### config.mk
export PLATFORM = sky130hd
export DESIGN_NAME = conv_mac_stage3
export DESIGN_NICKNAME = d
export VERILOG_FILES = /design/src/rtl/conv_pkg.sv /design/src/rtl/conv_tap_mac.sv /design/src/rtl/conv_mac_stage3.sv
export SDC_FILE = /design/constraint.sdc
export NUM_CORES = 1
export LEC_CHECK = 0
export BUFFER_PORTS_ARGS = -buffer_cell sky130_fd_sc_hd__buf_4
export CAP_MARGIN = 20
export CORE_ASPECT_RATIO = 1.5
export CORE_MARGIN = 1.5
export CORE_UTILIZATION = 57
export CTS_CLUSTER_SIZE = 30
export DETAILED_ROUTE_END_ITERATION = 8
export PLACE_DENSITY = 0.81
export REMOVE_ABC_BUFFERS = 1
export SYNTH_ARGS = -nofsm -noshare
export SYNTH_HDL_FRONTEND = slang
export SYNTH_HIERARCHICAL = 1
export SYNTH_SLANG_ARGS = --single-unit
### constraint.sdc
create_clock -name clk -period 9.4 [get_ports clk]
set_input_delay 0 -clock clk [delete_from_list [all_inputs] [get_ports clk]]
set_output_delay 0 -clock clk [all_outputs]
set_load 0.01 [all_outputs]
### src/rtl/conv_pkg.sv
// conv_pkg: shared widths, types and the output clamp for the convolution
// MAC stage.
//   DEF_*      default widths used by conv_mac_stage3 / conv_tap_mac
//   pixel_t    unsigned output pixel
//   coef_t     signed kernel tap
//   acc_t      signed MAC accumulator
//   state_t    stage FSM encoding
//   clamp_pix  accumulator -> 8-bit pixel saturation
// Build option: CONV_ABS_EN makes clamp_pix saturate |acc| (edge magnitude)
// instead of flooring negative sums at 0.
package conv_pkg;

  localparam int DEF_PIX_W  = 8;
  localparam int DEF_COEF_W = 4;
  localparam int DEF_ACC_W  = 17;
  localparam int DEF_CNT_W  = 16;
  localparam int NTAP       = 9;
  localparam int TAP_W      = 4;

  typedef logic        [DEF_PIX_W-1:0]  pixel_t;
  typedef logic signed [DEF_COEF_W-1:0] coef_t;
  typedef logic signed [DEF_ACC_W-1:0]  acc_t;

  typedef enum logic [1:0] {IDLE, READY, MAC, OUT} state_t;

  localparam acc_t PIX_MAX = acc_t'((1 << DEF_PIX_W) - 1);

  function automatic pixel_t clamp_pix(input acc_t acc);
    acc_t a;
    a = acc;
`ifdef CONV_ABS_EN
    // most-negative acc is unreachable (9 bounded products), so negation is safe
    if (a[DEF_ACC_W-1]) a = -a;
`endif
    if (a[DEF_ACC_W-1])    clamp_pix = '0;
    else if (a > PIX_MAX)  clamp_pix = '1;
    else                   clamp_pix = a[DEF_PIX_W-1:0];
  endfunction

endpackage

### src/rtl/conv_tap_mac.sv
// conv_tap_mac: one-tap-per-cycle multiply-accumulate.
//   clk, rst     clock, synchronous active-high reset
//   clr_i        zero the accumulator (window accept)
//   en_i         add product of selected tap into accumulator
//   tap_i        tap index 0..8
//   win_i        nine unsigned window pixels, [0] = top-left
//   kern_i       nine signed coefficients, same ordering
//   acc_o        registered accumulator
//   acc_nxt_o    accumulator plus current product (used to register the
//                clamped result on the same edge the last tap lands)
module conv_tap_mac
  import conv_pkg::*;
#(
  parameter int PIX_W  = DEF_PIX_W,
  parameter int COEF_W = DEF_COEF_W,
  parameter int ACC_W  = DEF_ACC_W
) (
  input  logic                          clk,
  input  logic                          rst,
  input  logic                          clr_i,
  input  logic                          en_i,
  input  logic [TAP_W-1:0]              tap_i,
  input  logic [NTAP-1:0][PIX_W-1:0]    win_i,
  input  logic [NTAP-1:0][COEF_W-1:0]   kern_i,
  output logic signed [ACC_W-1:0]       acc_o,
  output logic signed [ACC_W-1:0]       acc_nxt_o
);

  localparam int PW = PIX_W + COEF_W + 1;

  logic [PIX_W-1:0]        pix;
  logic [COEF_W-1:0]       coef;
  logic signed [PW-1:0]    prod;
  logic signed [ACC_W-1:0] acc_q;

  assign pix  = win_i[tap_i];
  assign coef = kern_i[tap_i];

  // pixel zero-extended, coefficient sign-extended, both to product width;
  // the true product always fits PW bits
  assign prod = $signed({{(COEF_W+1){1'b0}}, pix}) *
                $signed({{(PIX_W+1){coef[COEF_W-1]}}, coef});

  assign acc_nxt_o = acc_q + {{(ACC_W-PW){prod[PW-1]}}, prod};
  assign acc_o     = acc_q;

  always_ff @(posedge clk) begin
    if (rst || clr_i) acc_q <= '0;
    else if (en_i)    acc_q <= acc_nxt_o;
  end

endmodule

### src/rtl/conv_mac_stage3.sv
// conv_mac_stage3: kernel load, 3x3 window accept, 9-cycle sequential MAC,
// clamp to 8-bit pixel, output handshake.
//   clk, rst                   clock, synchronous active-high reset
//   stage3_start               load kernel (IDLE/READY only)
//   k_pixel_1..9               signed kernel taps, row-major
//   win_pixel_1..9             unsigned window pixels, row-major
//   in_valid / in_ready        window handshake (in_ready only in READY)
//   out_pixel / out_valid /    result handshake (valid only in OUT)
//   out_ready
//   busy                       MAC or OUT
//   pixel_count                completed output handshakes, wrapping
// Build option: CONV_ABS_EN (see conv_pkg::clamp_pix).
module conv_mac_stage3
  import conv_pkg::*;
#(
  parameter int PIX_W  = DEF_PIX_W,
  parameter int COEF_W = DEF_COEF_W,
  parameter int ACC_W  = DEF_ACC_W,
  parameter int CNT_W  = DEF_CNT_W
) (
  input  logic              clk,
  input  logic              rst,
  input  logic              stage3_start,
  input  logic [COEF_W-1:0] k_pixel_1,
  input  logic [COEF_W-1:0] k_pixel_2,
  input  logic [COEF_W-1:0] k_pixel_3,
  input  logic [COEF_W-1:0] k_pixel_4,
  input  logic [COEF_W-1:0] k_pixel_5,
  input  logic [COEF_W-1:0] k_pixel_6,
  input  logic [COEF_W-1:0] k_pixel_7,
  input  logic [COEF_W-1:0] k_pixel_8,
  input  logic [COEF_W-1:0] k_pixel_9,
  input  logic [PIX_W-1:0]  win_pixel_1,
  input  logic [PIX_W-1:0]  win_pixel_2,
  input  logic [PIX_W-1:0]  win_pixel_3,
  input  logic [PIX_W-1:0]  win_pixel_4,
  input  logic [PIX_W-1:0]  win_pixel_5,
  input  logic [PIX_W-1:0]  win_pixel_6,
  input  logic [PIX_W-1:0]  win_pixel_7,
  input  logic [PIX_W-1:0]  win_pixel_8,
  input  logic [PIX_W-1:0]  win_pixel_9,
  input  logic              in_valid,
  output logic              in_ready,
  output logic [PIX_W-1:0]  out_pixel,
  output logic              out_valid,
  input  logic              out_ready,
  output logic              busy,
  output logic [CNT_W-1:0]  pixel_count
);

  localparam logic [TAP_W-1:0] LAST_TAP = TAP_W'(NTAP - 1);

  logic [NTAP-1:0][COEF_W-1:0] kin, kern_q;
  logic [NTAP-1:0][PIX_W-1:0]  win, win_q;

  state_t             state_q, state_d;
  logic [TAP_W-1:0]   tap_q, tap_d;
  logic [PIX_W-1:0]   out_pix_q, out_pix_d;
  logic [CNT_W-1:0]   cnt_q, cnt_d;
  logic               kern_ld, win_ld, mac_clr, mac_en;
  logic signed [ACC_W-1:0] acc, acc_nxt;

  assign kin = {k_pixel_9, k_pixel_8, k_pixel_7, k_pixel_6, k_pixel_5,
                k_pixel_4, k_pixel_3, k_pixel_2, k_pixel_1};
  assign win = {win_pixel_9, win_pixel_8, win_pixel_7, win_pixel_6, win_pixel_5,
                win_pixel_4, win_pixel_3, win_pixel_2, win_pixel_1};

  conv_tap_mac #(.PIX_W(PIX_W), .COEF_W(COEF_W), .ACC_W(ACC_W)) u_mac (
    .clk       (clk),
    .rst       (rst),
    .clr_i     (mac_clr),
    .en_i      (mac_en),
    .tap_i     (tap_q),
    .win_i     (win_q),
    .kern_i    (kern_q),
    .acc_o     (acc),
    .acc_nxt_o (acc_nxt)
  );

  always_comb begin
    state_d   = state_q;
    tap_d     = tap_q;
    out_pix_d = out_pix_q;
    cnt_d     = cnt_q;
    kern_ld   = 1'b0;
    win_ld    = 1'b0;
    mac_clr   = 1'b0;
    mac_en    = 1'b0;
    unique case (state_q)
      IDLE: begin
        if (stage3_start) begin
          kern_ld = 1'b1;
          state_d = READY;
        end
      end
      READY: begin
        // a reload on the accept edge lands in kern_q before tap 0 is used
        kern_ld = stage3_start;
        if (in_valid) begin
          win_ld  = 1'b1;
          mac_clr = 1'b1;
          tap_d   = '0;
          state_d = MAC;
        end
      end
      MAC: begin
        mac_en = 1'b1;
        tap_d  = tap_q + 1'b1;
        if (tap_q == LAST_TAP) begin
          // clamp the sum including this cycle's product
          out_pix_d = PIX_W'(clamp_pix(acc_t'(acc_nxt)));
          tap_d     = '0;
          state_d   = OUT;
        end
      end
      OUT: begin
        if (out_ready) begin
          cnt_d   = cnt_q + 1'b1;
          state_d = READY;
        end
      end
      default: state_d = IDLE;
    endcase
  end

  always_ff @(posedge clk) begin
    if (rst) begin
      state_q   <= IDLE;
      tap_q     <= '0;
      out_pix_q <= '0;
      cnt_q     <= '0;
      kern_q    <= '0;
      win_q     <= '0;
    end else begin
      state_q   <= state_d;
      tap_q     <= tap_d;
      out_pix_q <= out_pix_d;
      cnt_q     <= cnt_d;
      if (kern_ld) kern_q <= kin;
      if (win_ld)  win_q  <= win;
    end
  end

  assign in_ready    = (state_q == READY);
  assign out_valid   = (state_q == OUT);
  assign busy        = (state_q == MAC) || (state_q == OUT);
  assign out_pixel   = out_pix_q;
  assign pixel_count = cnt_q;

  logic unused_acc;
  assign unused_acc = ^acc;

endmodule

==> results of run 1 <==
-- path summary, 6_finish.rpt --
kind / depth (start not counted) / end / start / slack, ps
worst max-delay path: 27 / out_pixel[0]$_SDFFE_PP0P_ / tap_q[0]$_SDFFE_PP0P_ / 1710
worst min-delay path: 2 / tap_q[1]$_SDFFE_PP0P_ / rst / 40
worst max register to register: 27 / out_pixel[0]$_SDFFE_PP0P_ / tap_q[0]$_SDFFE_PP0P_ / 1710
worst min register to register: 2 / win_q[23]$_SDFFE_PP0P_ / win_q[23]$_SDFFE_PP0P_ / 450
-- logic make-up after synthesis --
family,share of synthesized area
AOI/OAI and AO/OA,0.145
xor gates and xnor gates,0.0345
adders and majority gates,0.107
buffers and inverters,0.0357
DFF,0.370
muxes,0.0967
and+or+nand+nor,0.211
-- registers in the layout, indices dropped and copies added, names as in the netlist --
signal       count
win_q           72
kern_q          36
u_mac/acc_o     17
pixel_count     16
out_pixel        8
tap_q            4
state_q          2
-- per-layer routing --
metal  vias up  global-route usage
li1       3858                   -
met1      3752               0.342
met2       327               0.553
met3        72              0.0463
met4         0               0.162
met5         -                   0
-- critical path: stages (launching register included) --
cell	delay, ps
dfxtp_2	990
mux4_2	370
mux2i_1	100
o21ai_0	630
nand2_1	180
fa_1	530
fa_1	510
fa_1	510
inv_1	40
ha_1	210
fa_1	400
a21o_1	200
a21oi_1	220
o21bai_1	90
a21oi_1	210
o21ai_0	140
xor2_1	160
ha_1	350
and2_1	210
and3_1	180
and3_4	160
nor2_1	170
a21oi_1	110
xor2_1	160
nor4_1	290
nand2_1	220
nor2_1	130
o21ai_0	80
-- cell usage after synthesis, drive strengths merged (5+ instances only) --
| cell | number | share of area |
|---|---|---|
| ha | 49 | 0.073 |
| inv | 22 | 0.0099 |
| or3 | 7 | 0.0061 |
| nor4 | 5 | 0.0037 |
| nand3 | 9 | 0.0054 |
| fa | 14 | 0.033 |
| o21a | 6 | 0.0054 |
| a21o | 7 | 0.0064 |
| o21ai | 32 | 0.020 |
| nand4 | 7 | 0.0070 |
| and2 | 20 | 0.015 |
| nor3 | 9 | 0.0054 |
| nor2 | 63 | 0.028 |
| xor2 | 10 | 0.010 |
| xnor2 | 23 | 0.024 |
| clkbuf | 40 | 0.019 |
| buf | 12 | 0.0067 |
| dfxtp | 155 | 0.37 |
| mux4 | 24 | 0.064 |
| nand2 | 268 | 0.12 |
| or2 | 6 | 0.0045 |
| mux2i | 27 | 0.032 |
| a21oi | 136 | 0.081 |
-- cell usage in the layout, fill, tap and decap left out, types with 5 or more instances in the layout --
cell | netlist | routed
a21o_1 | 6 | 6
a21oi_1 | 136 | 136
and2_1 | 20 | 20
buf_4 | 0 | 147
clkbuf_16 | 0 | 17
dfxtp_1 | 155 | 154
dlygate4sd3_1 | 0 | 109
fa_1 | 14 | 14
ha_1 | 49 | 49
inv_1 | 21 | 21
mux2i_1 | 27 | 27
mux4_2 | 24 | 24
nand2_1 | 268 | 267
nand3_1 | 9 | 9
nand4_1 | 6 | 6
nor2_1 | 63 | 63
nor3_1 | 9 | 9
nor4_1 | 5 | 5
o21a_1 | 6 | 6
o21ai_0 | 30 | 30
or2_2 | 6 | 6
xnor2_1 | 23 | 23
xor2_1 | 10 | 10
-- power by group through the flow --
stage,Clock (µW),Combinational (µW),Sequential (µW)
finish,703,705,812
global route,737,778,824
floorplan,0,460,803
detailed placement,0,639,823
CTS,707,680,809
global placement,0,628,819
-- metrics by stage --
| stage | cells | total power [µW] | hold WS (ps) | util | instance area, µm² |
|---|---|---|---|---|---|
| floorplan | 945 | 1260 | 69.1 | - | 8170 |
| global placement | 1288 | 1450 | 248 | 0.659 | 9530 |
| detailed placement | 1288 | 1460 | 256 | 0.659 | 9530 |
| CTS | 1429 | 2200 | 26.1 | 0.776 | 11200 |
| global route | 1431 | 2340 | 59.0 | 0.778 | 11300 |
| finish | 1431 | 2220 | 39.9 | 0.778 | 11300 |
-- layout make-up --
type | instances | area, µm² | share of cell area
Sequential cell | 155 | 3100 | 0.276
Timing Repair Buffer | 257 | 2220 | 0.197
Inverter | 22 | 82.6 | 0.00734
Antenna cell | 1 | 2.50 | 0.000222
Tap cell | 196 | 245 | 0.0218
Multi-Input combinational cell | 768 | 4990 | 0.444
Clock buffer | 17 | 425 | 0.0378
Clock inverter | 15 | 176 | 0.0157
-- repair_timing --
item	CTS	global route
hold buffers	109	0
endpoints found under the setup margin	0	0
resized for setup	0	0
hold endpoints to repair	111	0
==> results.json, run 1 <==
{
  "port_buffers": 139,
  "num_vias": 8009,
  "root_buffer": "clkbuf_16",
  "drv_slew": 0,
  "swShare": 0.354,
  "top_layer": "met4",
  "synth_area_mm2": 0.00838,
  "pre_cts_slack_ps": 1730,
  "dieArea_mm2": 0.0155,
  "clkPwrFrac": 0.317,
  "drt_wl_total_mm": 23.1,
  "max_freq_mhz": 130,
  "status": "complete, no violations",
  "crit_type": "reg2reg",
  "post_cts_buffers": 0,
  "synth_edf_count": 0,
  "seqPwrFrac": 0.366,
  "met3_length_mm": 1.03,
  "path_max_fanout": 30,
  "core_mm2": 0.0145,
  "cts_tree": "built",
  "rsz0062_at_grt": "false",
  "p_leak_uw": 0.00473,
  "initial_core_util": 0.580,
  "synthToLayoutAreaGrowth_pct": 34.2,
  "first_pass_iters": 5,
  "synth_async_sr_flop_share": 0,
  "wire_per_inst_um": 16.2,
  "power.density_mw_per_mm2": 197,
  "pin_count": 140,
  "yosys_warnings": 6,
  "grt_overflow_total": 0,
  "ys_seq_elements": 155,
  "setup_viol": 0,
  "grt_first_pass_wirelength_mm": 37.3,
  "tightestPinTransition_ps": 1080,
  "avgSynthCellArea_um2": 8.41,
  "arrival_ps": 7980,
  "synthCells": 997,
  "antenna_left": 0,
  "antenna_found_initial": 1,
  "grt_pass1_vias": 8067,
  "period_needed_ps": 7690,
  "synth.distinct_cells": 62,
  "grt_max_degree": 84,
  "crit_required_ps": 9690,
  "hold_violations": 0,
  "ys_seq_area_frac": 0.370,
  "track_usage": 0.306,
  "final_layout_size_suffix_gt1_frac": 0.186,
  "cts_buffers": 17,
  "htreeDepth": 4,
  "finalSetupTns_ps": 0,
  "switching_power_uw": 787,
  "rows": 54,
  "intPower_uw": 1430,
  "final_nets": 1397,
  "worstHoldPathType": "in2reg",
  "slew-limit-headroom": 0.281,
  "drc_errors": 0,
  "cp-end-kind": "flop",
  "gp_congestion": 0.936,
  "initialDrtViolationCount": 462,
  "setup_slack_ps": 1710,
  "die_y_um": 152,
  "die_x_um": 102,
  "start_kind": "flop",
  "combPwrFrac": 0.318,
  "dp_hpwl_mm": 13.6,
  "fin_crit_sh": 0.818,
  "cts.sink_count": 155,
  "routed-wl-met2_mm": 12.5,
  "vias_per_cell": 5.60,
  "clock_latency_ps": 430,
  "clkTransAtPathRegs_ps": 70,
  "wl_met1_mm": 8.69,
  "vdd_drop_max_mv": 0.132,
  "drv_cap": 0,
  "fin_skew_ps": 16.2,
  "nFillCells": 932,
  "cts_buffer_depth": 2,
  "synthFlopType": "dfxtp_1"
}
(Power assumes the default switching activity.)
==> run 2: changes to the inputs <==
==> constraint.sdc (replaced) <==
create_clock -name clk -period 7.5 [get_ports clk]
set_input_delay 0 -clock clk [delete_from_list [all_inputs] [get_ports clk]]
set_output_delay 0 -clock clk [all_outputs]
set_load 0.01 [all_outputs]
==> results.json, run 2 (synthesis gave the netlist of run 1 again) <==
{
  "status": "complete, no violations",
  "cts.sink_count": 155,
  "vias_per_cell": 5.80,
  "final_common_cell": "nand2_1",
  "period_needed_ps": 7040,
  "port_buffers": 139,
  "cts_buffers": 17,
  "finalSetupTns_ps": 0,
  "htreeDepth": 4,
  "top_register": "win_q",
  "grt_pass1_vias": 8381,
  "die_x_um": 102,
  "drc_errors": 0,
  "p_leak_uw": 0.00477,
  "final_nets": 1408,
  "grt_first_pass_wirelength_mm": 39.4,
  "grt_overflow_total": 0,
  "antenna_left": 0,
  "cp_top_family": "adder cells",
  "nFillCells": 902,
  "cp-end-kind": "flop",
  "dp_hpwl_mm": 13.4,
  "synthToLayoutAreaGrowth_pct": 35.2,
  "vdd_drop_max_mv": 0.162,
  "mostFrequentLayoutCells": "nand2_1, buf_4, dfxtp_1",
  "gp_congestion": 0.907,
  "dieArea_mm2": 0.0155,
  "pin_count": 140,
  "initial_core_util": 0.580,
  "largest_reg_flops": 72,
  "path_cells": "buf_4 -> mux4_2 -> mux2i_1 -> o21ai_0 -> and2_1 -> fa_1 -> fa_1 -> ha_1 -> ha_1 -> o21a_1 -> o21a_1 -> o221a_2 -> a311oi_2 -> inv_1 -> ha_1 -> and3_1 -> nor2_1 -> a31oi_1 -> o41ai_4 -> xnor2_1 -> xnor2_1 -> nor2_1 -> nand3_1 -> o21ai_0",
  "crit_required_ps": 7850,
  "multi_input_area_mm2": 0.00500,
  "initialDrtViolationCount": 600,
  "drv_cap": 0,
  "hold_violations": 0,
  "die_y_um": 152,
  "wire_per_inst_um": 17.2,
  "tightestPinTransition_ps": 751,
  "root_buffer": "clkbuf_16",
  "arrival_ps": 7390,
  "track_usage": 0.327,
  "cts_tree": "built",
  "fin_crit_sh": 0.939,
  "drv_slew": 0,
  "antenna_found_initial": 0,
  "slowest_stage": "mux4_2",
  "stdcell_count": 1441,
  "diodes": 0,
  "finish.utilization": 0.784,
  "num_vias": 8362,
  "hold_ws_ps": 119,
  "path_max_fanout": 14,
  "clock_latency_ps": 440,
  "seqCellArea_mm2": 0.00311,
  "worstHoldPathType": "in2reg",
  "first_pass_iters": 5,
  "fin_skew_ps": 19.6,
  "cts_buffer_depth": 2,
  "dp.cells": 1294,
  "drt_wl_total_mm": 24.8,
  "max_freq_mhz": 142,
  "final_layout_size_suffix_gt1_frac": 0.194,
  "rsz0062_at_grt": "false",
  "cp_slowest_stage_delay_ps": 530,
  "grt_max_degree": 74,
  "cp_common_cell": "ha_1",
  "setup_viol": 0,
  "core_mm2": 0.0145,
  "crit_type": "reg2reg",
  "path_buf_inv": 2,
  "rows": 54,
  "slew-limit-headroom": 0.494,
  "start_kind": "flop",
  "clkTransAtPathRegs_ps": 60,
  "power.density_mw_per_mm2": 248
}
-- run 2: cell types whose count changed in the layout (fill, tap and decap cells not counted), sizes merged, moves of 2 or more --
cell,change
inv,-2
clkinvlp,+2
clkbuf,+2
clkinv,-3
buf,+11
-- run 2: final timing paths --
check	startpoint	end	slack, ps	cells past startpoint
setup / recovery	tap_q[0]$_SDFFE_PP0P_	out_pixel[2]$_SDFFE_PP0P_	460	24
hold / removal	stage3_start	kern_q[16]$_SDFFE_PP0P_	120	4
setup reg to reg	tap_q[0]$_SDFFE_PP0P_	out_pixel[2]$_SDFFE_PP0P_	460	24
hold reg to reg	out_pixel[5]$_SDFFE_PP0P_	out_pixel[5]$_SDFFE_PP0P_	450	2
-- run 2: through the flow --
stage	setup WS, ps	area, µm²	power, µW
after floorplan	-344	8170	1580
after global placement	462	9570	1810
after detailed placement	220	9570	1830
after CTS	211	11300	2740
after global routing	43.0	11300	2950
final	457	11300	2810
-- run 2: final cells by class --
type                            count  area share
Inverter                           22     0.00729
Clock inverter                     13      0.0137
Clock buffer                       19      0.0382
Timing Repair Buffer              268       0.204
Tap cell                          196      0.0216
Sequential cell                   155       0.274
Multi-Input combinational cell    768       0.441
-- run 2: power breakdown --
part	switching [µW]	internal [µW]	leakage, µW
Combinational	525	401	0.00323
Clock	378	499	0.000278
Sequential	76.7	933	0.00126
Total	980	1830	0.00477
-- run 2: timing repair --
action / in CTS / in global routing
buffers inserted: 0 / 5
hold buffers: 109 / 0
resized for setup: 0 / 7
setup endpoints to repair: 0 / 9
hold endpoints to repair: 111 / 0
-- run 2: worst reg2reg max path, stage by stage (launching register included) --
cell and delay, ps:
dfxtp_4 490, buf_4 290, mux4_2 530, mux2i_1 310, o21ai_0 260, and2_1 220, fa_1 470, fa_1 490
ha_1 310, ha_1 360, o21a_1 190, o21a_1 190, o221a_2 280, a311oi_2 350, inv_1 180, ha_1 440
and3_1 240, nor2_1 50, a31oi_1 290, o41ai_4 140, xnor2_1 260, xnor2_1 100, nor2_1 100, nand3_1 210
o21ai_0 220
-- run 2: metal layers --
metal / track usage / vias to the layer above / part of all wire
met5: 0 / - / 0
met4: 0.188 / 0 / 0.059
met3: 0.0638 / 138 / 0.057
met2: 0.595 / 426 / 0.53
met1: 0.346 / 3925 / 0.35
li1: - / 3873 / -
==> run 3: changes to the inputs <==
--- a/config.mk
+++ b/config.mk
@@ -16,5 +16,4 @@
 export REMOVE_ABC_BUFFERS = 1
 export SYNTH_ARGS = -nofsm -noshare
 export SYNTH_HDL_FRONTEND = slang
-export SYNTH_HIERARCHICAL = 1
 export SYNTH_SLANG_ARGS = --single-unit
==> results.json, run 3 <==
{
  "status": "complete, but fails checks",
  "violations": "design-rule violations",
  "grt_overflow_total": 0,
  "grt_pass1_vias": 8306,
  "min_path_cells": 2,
  "antenna_found_initial": 1,
  "die_y_um": 151,
  "pin_count": 140,
  "cp.depth": 27,
  "power.density_mw_per_mm2": 256,
  "synthFlopType": "dfxtp_1",
  "cts_buffer_depth": 2,
  "intPower_uw": 1850,
  "clkPwrFrac": 0.309,
  "gp_congestion": 0.838,
  "crit_type": "reg2reg",
  "drc_errors": 3,
  "synthTopCellsByCount": "nand2_1, dfxtp_1, a21oi_1, nor2_1, ha_1",
  "vias_per_cell": 5.75,
  "final_common_cell": "nand2_1",
  "top_register": "win_q",
  "path_max_fanout": 12,
  "vdd_drop_max_mv": 0.202,
  "final_nets": 1409,
  "avgSynthCellArea_um2": 8.34,
  "synthToLayoutAreaGrowth_pct": 35.8,
  "path_buf_inv": 2,
  "seqPwrFrac": 0.350,
  "yosys_warnings": 0,
  "cp_top_family": "adder cells",
  "finish.utilization": 0.800,
  "largest_reg_flops": 72,
  "dieArea_mm2": 0.0154,
  "rows": 53,
  "cts_buffers": 17,
  "die_x_um": 102,
  "cp_slowest_stage_delay_ps": 520,
  "dp_hpwl_mm": 14.2,
  "track_usage": 0.333,
  "cts_tree": "built",
  "core_mm2": 0.0141,
  "first_pass_iters": 9,
  "crit_required_ps": 7860,
  "max_freq_mhz": 140,
  "synth.largest_area_cell": "dfxtp_1",
  "ys_seq_area_frac": 0.373,
  "hold_violations": 0,
  "synthMostInstantiatedCell": "nand2_1",
  "swShare": 0.363,
  "switching_power_uw": 1050,
  "tightestPinTransition_ps": 928,
  "mostFrequentLayoutCells": "nand2_1, buf_4, dfxtp_1",
  "period_needed_ps": 7150,
  "clock_latency_ps": 430,
  "htreeDepth": 4,
  "setup_viol": 0,
  "slowest_stage": "mux4_2",
  "drv_cap": 0,
  "clkTransAtPathRegs_ps": 70,
  "initialDrtViolationCount": 613,
  "cts.sink_count": 155,
  "synthCells": 998,
  "grt_first_pass_wirelength_mm": 39.7,
  "fin_skew_ps": 13.6,
  "port_buffers": 139,
  "wire_per_inst_um": 17.7,
  "slew-limit-headroom": 0.382,
  "synth.distinct_cells": 57,
  "drt_wl_total_mm": 25.5,
  "synth.area.top_cells": "dfxtp_1, nand2_1, a21oi_1",
  "combPwrFrac": 0.341,
  "num_vias": 8260,
  "worstHoldPathType": "in2reg",
  "grt_max_degree": 92,
  "synth_area_mm2": 0.00833,
  "synth_async_sr_flop_share": 0,
  "synth_top_area_share": 0.373,
  "synth_edf_count": 0,
  "cp-end-kind": "flop",
  "final_layout_size_suffix_gt1_frac": 0.195,
  "antenna_left": 0,
  "p_leak_uw": 0.00485,
  "start_kind": "flop",
  "initial_core_util": 0.589,
  "arrival_ps": 7510,
  "drv_slew": 0,
  "root_buffer": "clkbuf_16",
  "hold_ws_ps": 21.2,
  "fin_crit_sh": 0.953,
  "reg2regPathDepth": 27,
  "ys_seq_elements": 155
}
==> run 3: changes by cell type after synthesis, sizes merged, moves of 4 or more <==
cell / previous run / this run
a211oi: 3 / 12
nor4: 5 / 0
buf: 12 / 6
xor2: 10 / 18
xnor2: 23 / 15
clkbuf: 40 / 50
nor3: 9 / 5
mux2i: 27 / 21
inv: 22 / 30
==> run 3: area by class of cell <==
cell class	count	area [µm²]
clock buffers	18	429
fillers	823	2820
inverters	31	120
repair buffers	270	2300
multi-input cells	756	4920
well taps	192	240
flip-flops and latches	155	3110
clock inverters	14	173
diodes	1	2.50
==> run 3: worst paths after layout <==
kind	from	to	slack, ps
setup / recovery	tap_q[0]$_SDFFE_PP0P_	out_pixel[1]$_SDFFE_PP0P_	350
hold / removal	rst	kern_q[30]$_SDFFE_PP0P_	20
setup reg to reg	tap_q[0]$_SDFFE_PP0P_	out_pixel[1]$_SDFFE_PP0P_	350
hold reg to reg	out_pixel[4]$_SDFFE_PP0P_	out_pixel[4]$_SDFFE_PP0P_	450
==> run 3: logic make-up (layout without fill, tap and decap cells) <==
logic type	Yosys count	in the layout	share of synthesized area
adders and majority gates	65	65	0.110
xor gates and xnor gates	34	34	0.0383
DFF	155	155	0.373
muxes	46	46	0.0915
buffers and inverters	87	333	0.0398
other	0	1	0
AOI/OAI and AO/OA	214	214	0.148
and+or+nand+nor	397	397	0.199
==> run 3: layer usage <==
layer  wire, µm  GRT usage
met3       1570     0.0554
met2      14000      0.618
met1       8770      0.353
met5          0          0
met4       1170      0.178
==> run 3: power groups by stage <==
stage          sequential, µW  combinational, µW  clock [µW]
2_1_floorplan            1010                622           0
3_3_place_gp             1020                868           0
6_report                 1020                988         895
5_1_grt                  1020               1080         933
4_1_cts                  1000                944         896
3_5_place_dp             1020                889           0
==> run 3: what timing repair did <==
action                                  CTS  global route
resized for setup                         0            10
hold buffers                            108             0
hold endpoints to repair                108             0
endpoints found under the setup margin    0             9
buffers inserted                          0             5
==> run 3: stage by stage <==
step / total power [µW] / std cells / cell area [µm²] / worst slack [ps] / setup TNS [ps]
final: 2900 / 1437 / 11300 / 352 / 0
after CTS: 2840 / 1431 / 11200 / 159 / 0
after detailed placement: 1910 / 1291 / 9540 / 177 / 0
after global routing: 3040 / 1437 / 11300 / -132 / -894
after floorplan: 1630 / 942 / 8110 / -247 / -1980
after global placement: 1880 / 1291 / 9540 / 399 / 0
